**config.mk**
```make
export PLATFORM = sky130hd
export DESIGN_NAME = alu_arbiter
export DESIGN_NICKNAME = d
export VERILOG_FILES = /design/src/rtl/alu_arbiter.sv
export SDC_FILE = /design/constraint.sdc
export NUM_CORES = 1
export LEC_CHECK = 0
export CORE_ASPECT_RATIO = 0.75
export CORE_MARGIN = 8
export CORE_UTILIZATION = 34
export DETAILED_ROUTE_END_ITERATION = 16
export PLACE_DENSITY_LB_ADDON = 0.05
export REMOVE_ABC_BUFFERS = 1
export SKIP_LAST_GASP = 1
export SLEW_MARGIN = 20
export SYNTH_ARGS = -nofsm -noshare
export SYNTH_HDL_FRONTEND = slang
export SYNTH_SLANG_ARGS = --single-unit
```
**constraint.sdc**
```tcl
create_clock -name clk -period 1.53 [get_ports clk]
set_clock_uncertainty 0.05 [all_clocks]
set_input_delay 0.2295 -clock clk [delete_from_list [all_inputs] [get_ports clk]]
set_output_delay 0.2295 -clock clk [all_outputs]
set_load 0.05 [all_outputs]
```
**src/rtl/alu_arbiter.sv**
```systemverilog
// alu_arbiter: shares one combinational ALU between two requesters (port 0 execute, port 1 aux).
// Latency: accept at edge T, operands on alu_* during cycle T, result held on rsp_result from T+1 (>=3 cycles/op).
// Backpressure: req ready only in IDLE; the result is held until the owning port asserts its rsp ready.
//
// Ports:
//   clk, rst_n                    clock, async active-low reset
//   reqN_valid/ready/rs1/rs2/ctrl request handshake and operands for port N
//   rspN_valid/ready, rsp_result  held-response handshake, result shared by both ports
//   alu_rs1/rs2/control           registered ALU inputs; alu_result is the ALU's combinational output
//   busy                          high whenever an operation is in flight
// Configuration macro: ALU_ARB_RR_EN (defined: round-robin grant; undefined: port 0 fixed priority).

module alu_arbiter #(
  parameter int XLEN   = 32,
  parameter int CTRL_W = 4
) (
  input  logic              clk,
  input  logic              rst_n,
  input  logic              req0_valid,
  output logic              req0_ready,
  input  logic [XLEN-1:0]   req0_rs1,
  input  logic [XLEN-1:0]   req0_rs2,
  input  logic [CTRL_W-1:0] req0_ctrl,
  input  logic              req1_valid,
  output logic              req1_ready,
  input  logic [XLEN-1:0]   req1_rs1,
  input  logic [XLEN-1:0]   req1_rs2,
  input  logic [CTRL_W-1:0] req1_ctrl,
  output logic              rsp0_valid,
  input  logic              rsp0_ready,
  output logic              rsp1_valid,
  input  logic              rsp1_ready,
  output logic [XLEN-1:0]   rsp_result,
  output logic [XLEN-1:0]   alu_rs1,
  output logic [XLEN-1:0]   alu_rs2,
  output logic [CTRL_W-1:0] alu_control,
  input  logic [XLEN-1:0]   alu_result,
  output logic              busy
);

  typedef enum logic [1:0] {IDLE, EXEC, RESP} state_t;

  state_t            state_q, state_d;
  logic              owner_q, owner_d;
  logic [XLEN-1:0]   alu_rs1_q, alu_rs1_d;
  logic [XLEN-1:0]   alu_rs2_q, alu_rs2_d;
  logic [CTRL_W-1:0] alu_control_q, alu_control_d;
  logic [XLEN-1:0]   rsp_result_q, rsp_result_d;
  logic              grant;
  logic              accept;

  // Grant is only meaningful when at least one valid is high; with a single
  // valid the requesting port always wins.
`ifdef ALU_ARB_RR_EN
  logic last_grant_q, last_grant_d;

  always_comb begin
    if (req0_valid && req1_valid) grant = ~last_grant_q;
    else                          grant = ~req0_valid;
  end

  always_comb begin
    last_grant_d = accept ? grant : last_grant_q;
  end

  // Reset to 1 so port 0 wins the first contention.
  always_ff @(posedge clk or negedge rst_n) begin
    if (!rst_n) last_grant_q <= 1'b1;
    else        last_grant_q <= last_grant_d;
  end
`else
  always_comb begin
    grant = ~req0_valid;
  end
`endif

  assign accept = (state_q == IDLE) && (req0_valid || req1_valid);

  // State register
  always_ff @(posedge clk or negedge rst_n) begin
    if (!rst_n) begin
      state_q <= IDLE;
      owner_q <= 1'b0;
    end else begin
      state_q <= state_d;
      owner_q <= owner_d;
    end
  end

  // Next-state logic; only the owner's rsp ready can retire the response.
  always_comb begin
    state_d = state_q;
    owner_d = owner_q;
    case (state_q)
      IDLE: begin
        if (accept) begin
          state_d = EXEC;
          owner_d = grant;
        end
      end
      EXEC:    state_d = RESP;
      RESP: begin
        if (owner_q ? rsp1_ready : rsp0_ready) state_d = IDLE;
      end
      default: state_d = IDLE;
    endcase
  end

  // Outputs: ready depends only on state, valids and grant state.
  always_comb begin
    req0_ready = accept && !grant;
    req1_ready = accept && grant;
    rsp0_valid = (state_q == RESP) && !owner_q;
    rsp1_valid = (state_q == RESP) && owner_q;
    busy       = (state_q != IDLE);
  end

  // Datapath: ALU inputs load only on accept and otherwise keep their value.
  always_comb begin
    alu_rs1_d     = alu_rs1_q;
    alu_rs2_d     = alu_rs2_q;
    alu_control_d = alu_control_q;
    rsp_result_d  = rsp_result_q;
    if (accept) begin
      alu_rs1_d     = grant ? req1_rs1  : req0_rs1;
      alu_rs2_d     = grant ? req1_rs2  : req0_rs2;
      alu_control_d = grant ? req1_ctrl : req0_ctrl;
    end
    if (state_q == EXEC) rsp_result_d = alu_result;
  end

  always_ff @(posedge clk or negedge rst_n) begin
    if (!rst_n) begin
      alu_rs1_q     <= '0;
      alu_rs2_q     <= '0;
      alu_control_q <= '0;
      rsp_result_q  <= '0;
    end else begin
      alu_rs1_q     <= alu_rs1_d;
      alu_rs2_q     <= alu_rs2_d;
      alu_control_q <= alu_control_d;
      rsp_result_q  <= rsp_result_d;
    end
  end

  assign alu_rs1     = alu_rs1_q;
  assign alu_rs2     = alu_rs2_q;
  assign alu_control = alu_control_q;
  assign rsp_result  = rsp_result_q;

endmodule
```
-- Yosys cells after proc, flatten, opt, wreduce, memory -nomap -nowiden
Index checks and enable logic that the tools add are counted.
- memory bits (writable): 0
- bits in latches: 0
- memory bits (read-only): 0
- output and inout port bits: 105
- register bits after elaboration: 103
- memories kept: 0
- $lt $le $gt $ge: 0
- bitwise operators: 1
- eq/ne operators: 4
- reductions and logical operators: 11
- add/subtract/negate cells: 0
- mux-type cells: 7
- divide/modulo/power cells: 0
- multipliers: 0
- shift-type cells: 0
- operator list (operator ; count):
    2-to-1 mux 32 bit ; 2
    one-hot mux 2 bit (3 select lines) ; 1
    logical AND 1 bit ; 5
    2-to-1 mux 2 bit ; 2
    2-to-1 mux 4 bit ; 1
    != test 2 bit, second input constant ; 2
    AND reduction 2 bit ; 2
    == test 2 x 1 -> 1 bit, second input constant ; 1
    == test 2 bit, second input constant ; 1
    logical NOT 2 bit ; 1
    nonzero test 2 bit ; 1
    logical NOT 1 bit ; 1
    logical OR 1 bit ; 1
    2-to-1 mux 1 bit ; 1
    inverter 1 bit ; 1

-- Longest topological paths before layout
Gate-level depths: netlist (run 1).
- depth after elaboration: 4
- depth in mapped cells: 6

-- Worst setup path after synthesis (run 1)
OpenSTA, ideal clock, no wires.
- path type: register to output
- start point: reg state_q[1]
- end point: out req1_ready
- cell stages (with the launch flop): 7
- path buffers: 3
- path slack: -0.615 ns
- data arrival time: 1.866 ns
- path through: dfrtp_1 or2_0 buf_2 or2_1 buf_6 buf_6 nor2_1
- word-level cells in the longest chain between the ends: 3
- RTL lines (element ; line ; text):
    from (decl) ; 43 ; state_t state_q, state_d;
    from (signal assigned) ; 85 ; state_q <= state_d;
    logical NOT 2 bit ; 77 ; assign accept = (state_q == IDLE) && (req0_valid || req1_valid);
    logical AND 1 bit ; 77 ;
    logical AND 1 bit ; 112 ; req1_ready = accept && grant;
    to (decl) ; 25 ; output logic req1_ready,
Every way passes these cells.

-- Final worst setup path (run 1)
- start point: reg state_q[0]
- end point: out req1_ready
The elaborated chain is that of the path after synthesis.

==> out/metrics.cfg, run 1 <==
[run_status]
status = finished, violations left
violations = setup timing

[timing]
hold_viol = 0
slew_headroom = 0.489
max_freq_ghz = 0.548
hold_slack_ns = 0.274
finalSetupViolations = 75
slew_violations = 0
timing.final.ws_setup_ns = -0.296
worstMarginPinSlew_ns = 0.767
period_minus_slack_ns = 1.83
period_share = 1.19
rsz0062_at_grt = true

[yosys]
synth_warnings = 0
syn_area_per_cell_um2 = 13.8
synth_commonest_cells = dfrtp_1, a221o_1, nor4b_1, mux2_2, clkbuf_1
synth_most_common_cell = dfrtp_1
synth.area.top_cells = dfrtp_1, a221o_1, nor4b_1, mux2_2, clkbuf_1
netlist_instances = 329
ys.flop_type = dfrtp_1
async_flop_share = 1.00
syn_area_um2 = 4530
ys_seq_elements = 103
seq_area_frac_synth = 0.569
synth_cell_type_count = 15
synth_area_leader_cell = dfrtp_1
synth-edff-count = 0
synth_top_area_share = 0.569

[routing]
met2_length_um = 9390
final_antenna_net_count = 0
avgRoutedWirePerCell_um = 24.1
dr.pass1.iters = 4
drt-met1-wl_um = 7590
vias = 4347
wl_met3_um = 1980
vias_per_cell = 5.41
routed_wl_um = 19400
drcViolationCount = 0
drt_iter0_markers = 237
top_layer_used = met4

[cts]
root_buffer = clkbuf_16
cts.clk_slew.worst_paths_ns = 0.08
clk_latency_ns = 0.34
cts_sinks = 103
htreeDepth = 3
cts_buffer_depth = 2
tritoncts.num_buffers = 9
cts_tree = done

[worst_setup_path]
crit_arrival_ns = 1.55
cp_max_fo = 3
critPathSlowestCell = dfrtp_1
startpoint = state_q[0]
crit_top_cell = or2_4
path_cells = or2_4, or2_4, nor2_4, buf_8
slowest_delay_ns = 0.38
startpoint_type = flop
timing.rr.start = state_q[0]
required_ns = 1.25
worstSetupPathType = reg -> out
endpoint_kind = output pin

[cells_and_area]
nets = 801
fin_util = 0.715
area_growth_pct = 105
final_layout_size_suffix_gt1_frac = 0.377
final-instance-count-excl-fill = 804

[die]
die_area_um2 = 17300
coreArea_um2 = 13000
start_util = 0.348
num_io_pins = 279
rows = 36
fp.dieH_um = 116
die_x_um = 149

[global_route]
grt_pass1_vias = 4824
grt_pass1_wl_um = 28600
grt_max_degree = 55
overflow = 0
antenna_found_initial = 1
grtUsageTotal = 0.215

[placed_design]
port_buffers = 278
gp_congestion = 0.789
hpwl_um = 13600
dp_cells = 760

[power]
finalPower_mw = 24.0
vdd.ir_drop.worst_uv = 1680
p_per_area_nw_per_um2 = 2580
leakage_nw = 3.85

[run]
drv_cap = 0

[worst_hold_path]
hold_path.class = in -> async

[metrics by stage]
stage | area [um^2] | setup TNS [ns] | setup WS [ns]
after floorplan | 4300 | -263.60 | -3.57
final | 9300 | -15.43 | -0.296
after global routing | 9300 | -20.30 | -0.354
after CTS | 9010 | -14.00 | -0.292
after global placement | 8260 | -18.86 | -0.282
after detailed placement | 8260 | -19.12 | -0.310
[layout make-up]
cell class	instances	area, um^2
tap	171	214
multi-input combinational	181	1910
timing repair buffer	329	4250
antenna	1	2.50
sequential	103	2580
fill	917	3710
clock buffer	10	239
inverter	3	11.3
clock inverter	6	91.3
[placed cells by master, fill, tap and decap left out, types with 5 or more instances in the layout]
master           count
dfrtp_1            103
nor4b_2             22
a221o_1             68
clkdlybuf4s50_1    171
clkbuf_16           12
nor4b_1             45
buf_16               8
nor2_4               5
buf_6                6
mux2_2              33
buf_12              85
buf_4               51
[logic make-up (layout without fill, tap and decap cells)]
group	after synthesis	count (layout)	synth area share
buffers and inverters	45	348	0.0536
DFF	103	103	0.569
muxes	33	33	0.0820
and+or+nand+nor	77	77	0.142
other	0	1	0
AOI/OAI and AO/OA	71	71	0.154
[state kept, by name, summed over array words and instances (netlist names)]
register	cells
rsp_result	32
alu_control	4
alu_rs2	32
state_q	2
owner_q	1
alu_rs1	32
[critical path: cells and delay by family, from the launching register on]
kind / cells / cell delay (ns)
buffers and inverters: 1 / 0.15
AND/OR/NAND/NOR: 3 / 0.67
flip-flops: 1 / 0.38
[repair_timing]
| action | in CTS | in global routing |
|---|---|---|
| hold endpoints to repair | 18 | 0 |
| setup buffers | 9 | 7 |
| pin swaps | 12 | 12 |
| endpoints found under the setup margin | 74 | 74 |
| gates resized for setup | 32 | 28 |
| hold buffers | 1 | 0 |
| cloned | 8 | 3 |
[per-layer routing]
metal / GRT usage / up-vias
met2: 0.349 / 198
met5: 0 / -
met3: 0.0878 / 24
li1: - / 1948
met1: 0.258 / 2177
met4: 0.0657 / 0
[power by group]
| part | leakage, nW | internal, mW | switching (mW) |
|---|---|---|---|
| sequential | 1.24 | 4.12 | 1.36 |
| combinational | 2.45 | 7.86 | 8.13 |
| clock | 0.163 | 1.49 | 1.06 |
| total | 3.85 | 13.5 | 10.5 |
[final timing paths]
path | endpoint | slack (ns) | cells after the start
max | req1_ready | -0.30 | 4
min | rsp_result[5] | 0.27 | 2
max reg2reg | alu_rs2[14] | -0.29 | 5
min reg2reg | rsp_result[7] | 0.46 | 1
max in group asynchronous | alu_rs2[8] | 0.58 | 3
min in group clk | owner_q | 0.35 | 3
No activity file was read; power rests on OpenSTA's default activity.
==> run 2: changes to the inputs <==
- CTS_BUF_LIST: not set -> sky130_fd_sc_hd__clkbuf_4 sky130_fd_sc_hd__clkbuf_8 sky130_fd_sc_hd__clkbuf_16
==> results of run 2 <==
Final layout, timing and power as in run 1 (identical DEF).
==> run 3: changes to the inputs <==
- PLACE_DENSITY: not set -> 0.88
- PLACE_DENSITY_LB_ADDON: 0.05 -> not set
==> run 3 against run 2 <==
Net effect:
- the run still ends with setup timing left
- critical path depth grew 1
- via count grew 0.60%
- flip-flop and latch count is the same
- sequential share of layout area grew 1.0 points
- first-iteration DRC count grew 14%
- final cell count shrank 1.9%
- global-route usage is essentially flat
- total power shrank 2.8%
- sequential power is essentially flat
- fmax shrank 1.9%
- combinational power shrank 4%
- clock-buffer cell count is the same
- highest routed layer unchanged
==> out/metrics.cfg, run 3 (synthesis gave the netlist of run 1 again) <==
[global_route]
grt_pass1_vias = 4897  ; +1.5%
grt_pass1_wl_um = 29000  ; +1.2%
antenna_found_initial = 0  ; -1
overflow = 0  ; unchanged
grt_max_degree = 59  ; +7.3%
grtUsageTotal = 0.215  ; about the same

[timing]
finalSetupViolations = 74  ; -1.3%
period_minus_slack_ns = 1.86  ; +0.0361 ns
period_share = 1.22  ; +0.0236
fin_setup_tns_ns = -14.49  ; +0.937 ns
slew_violations = 0  ; unchanged
hold_viol = 0  ; unchanged
slew_headroom = 0.617  ; +0.128
hold_slack_ns = 0.409  ; +0.135 ns
rsz0062_at_grt = true
worstMarginPinSlew_ns = 0.575  ; -0.192 ns
timing.final.ws_setup_ns = -0.332  ; -0.0361 ns
max_freq_ghz = 0.537  ; -1.9%

[run_status]
violations = setup timing
status = finished, violations left

[worst_setup_path]
worstSetupPathType = reg -> out
timing.rr.start = state_q[0]
endpoint_kind = output pin
cp_max_fo = 3  ; unchanged
startpoint = state_q[0]
startpoint_type = flop
crit_arrival_ns = 1.58  ; +0.03 ns
required_ns = 1.25  ; about the same

[cells_and_area]
diodes = 0  ; -1
nets = 788  ; -1.6%
final_cell_mix = clkdlybuf4s50_1, dfrtp_1, buf_12
multi_input_area_um2 = 1820  ; -4.8%
seqCellArea_um2 = 2580  ; unchanged
layout_commonest_cell = clkdlybuf4s50_1
final_layout_size_suffix_gt1_frac = 0.338  ; -0.0384
n_fill_cell = 892  ; -2.7%
area_growth_pct = 97.9

[die]
die_x_um = 149  ; unchanged
start_util = 0.348  ; unchanged
coreArea_um2 = 13000  ; unchanged
rows = 36  ; unchanged
fp.dieH_um = 116  ; unchanged
num_io_pins = 279  ; unchanged
die_area_um2 = 17300  ; unchanged

[power]
p_per_area_nw_per_um2 = 2610  ; +0.92%
vdd.ir_drop.worst_uv = 1520  ; -9.4%
finalPower_mw = 23.4  ; -2.8%
leakage_nw = 3.71  ; -3.6%

[routing]
dr.pass1.iters = 4  ; unchanged
routed_wl_um = 19100  ; -1.7%
drt-met1-wl_um = 7310  ; -3.6%
top_layer_used = met4
vias = 4373  ; +0.60%
final_antenna_net_count = 0  ; unchanged
vias_per_cell = 5.54  ; +2.5%
avgRoutedWirePerCell_um = 24.2  ; +0.19%
wl_met3_um = 1610  ; -19%
met2_length_um = 9700  ; +3.4%
drcViolationCount = 0  ; unchanged
drt_iter0_markers = 271  ; +14%

[cts]
htreeDepth = 3  ; unchanged
root_buffer = clkbuf_16
cts.clk_slew.worst_paths_ns = 0.07  ; about the same
clk_latency_ns = 0.33  ; about the same
tritoncts.num_buffers = 9  ; unchanged
cts_buffer_depth = 2  ; unchanged
cts_sinks = 103  ; unchanged
cts_tree = done

[placed_design]
port_buffers = 278  ; unchanged
gp_congestion = 0.816  ; +3.4%
hpwl_um = 13600  ; -0.34%

[run]
drv_cap = 0  ; unchanged

[worst_hold_path]
hold_path.class = in -> async

-- run 3: final cells by class --
cell class                      count  share of cell area
Timing Repair Buffer              316               0.449
Sequential cell                   103               0.288
Clock buffer                       10              0.0260
Inverter                            3             0.00126
Multi-Input combinational cell    181               0.203
Clock inverter                      5             0.00907
Tap cell                          171              0.0239
-- run 3: what timing repair did --
action / CTS / global route
cloned: 5 / 1
hold buffers: 1 / 0
pin swaps: 5 / 4
resized for setup: 27 / 11
endpoints found under the hold margin: 103 / 0
endpoints found under the setup margin: 74 / 77
setup buffers: 7 / 7
-- run 3: worst paths after layout --
check	cells past startpoint	end	slack, ns
min in group clk	2	alu_rs1[10]	0.45
max in group asynchronous	3	alu_rs1[11]	0.51
worst min register to register	1	rsp_result[12]	0.46
worst max register to register	5	alu_rs2[10]	-0.28
worst min-delay path	3	alu_rs2[2]	0.41
worst max-delay path	5	req1_ready	-0.33
-- run 3: metrics by stage --
step | util | cell area [um^2] | setup slack (ns) | instances
4_1_cts | 0.682 | 8870 | -0.338 | 786
3_3_place_gp | 0.632 | 8230 | -0.311 | 758
3_5_place_dp | 0.632 | 8230 | -0.335 | 758
5_1_grt | 0.689 | 8960 | -0.382 | 789
6_report | 0.689 | 8960 | -0.332 | 789
2_1_floorplan | - | 4300 | -3.57 | 287
-- run 3: layer usage --
metal,global-route usage,up-vias
met2,0.366,231
li1,-,1906
met1,0.257,2200
met3,0.0655,36
met5,0,-
met4,0.0677,0
-- run 3: power breakdown --
part           leakage (nW)  switching, mW  internal, mW
logic                  2.32           8.00          7.39
registers              1.24           1.39          4.12
clock network         0.152           1.01          1.45
total                  3.71           10.4          13.0
-- run 3: worst max-delay path: stages (launching register included) --
cell and delay, ns:
dfrtp_1 0.39, or2_4 0.25, or2_4 0.24, buf_6 0.13
nor2_4 0.09, buf_8 0.15
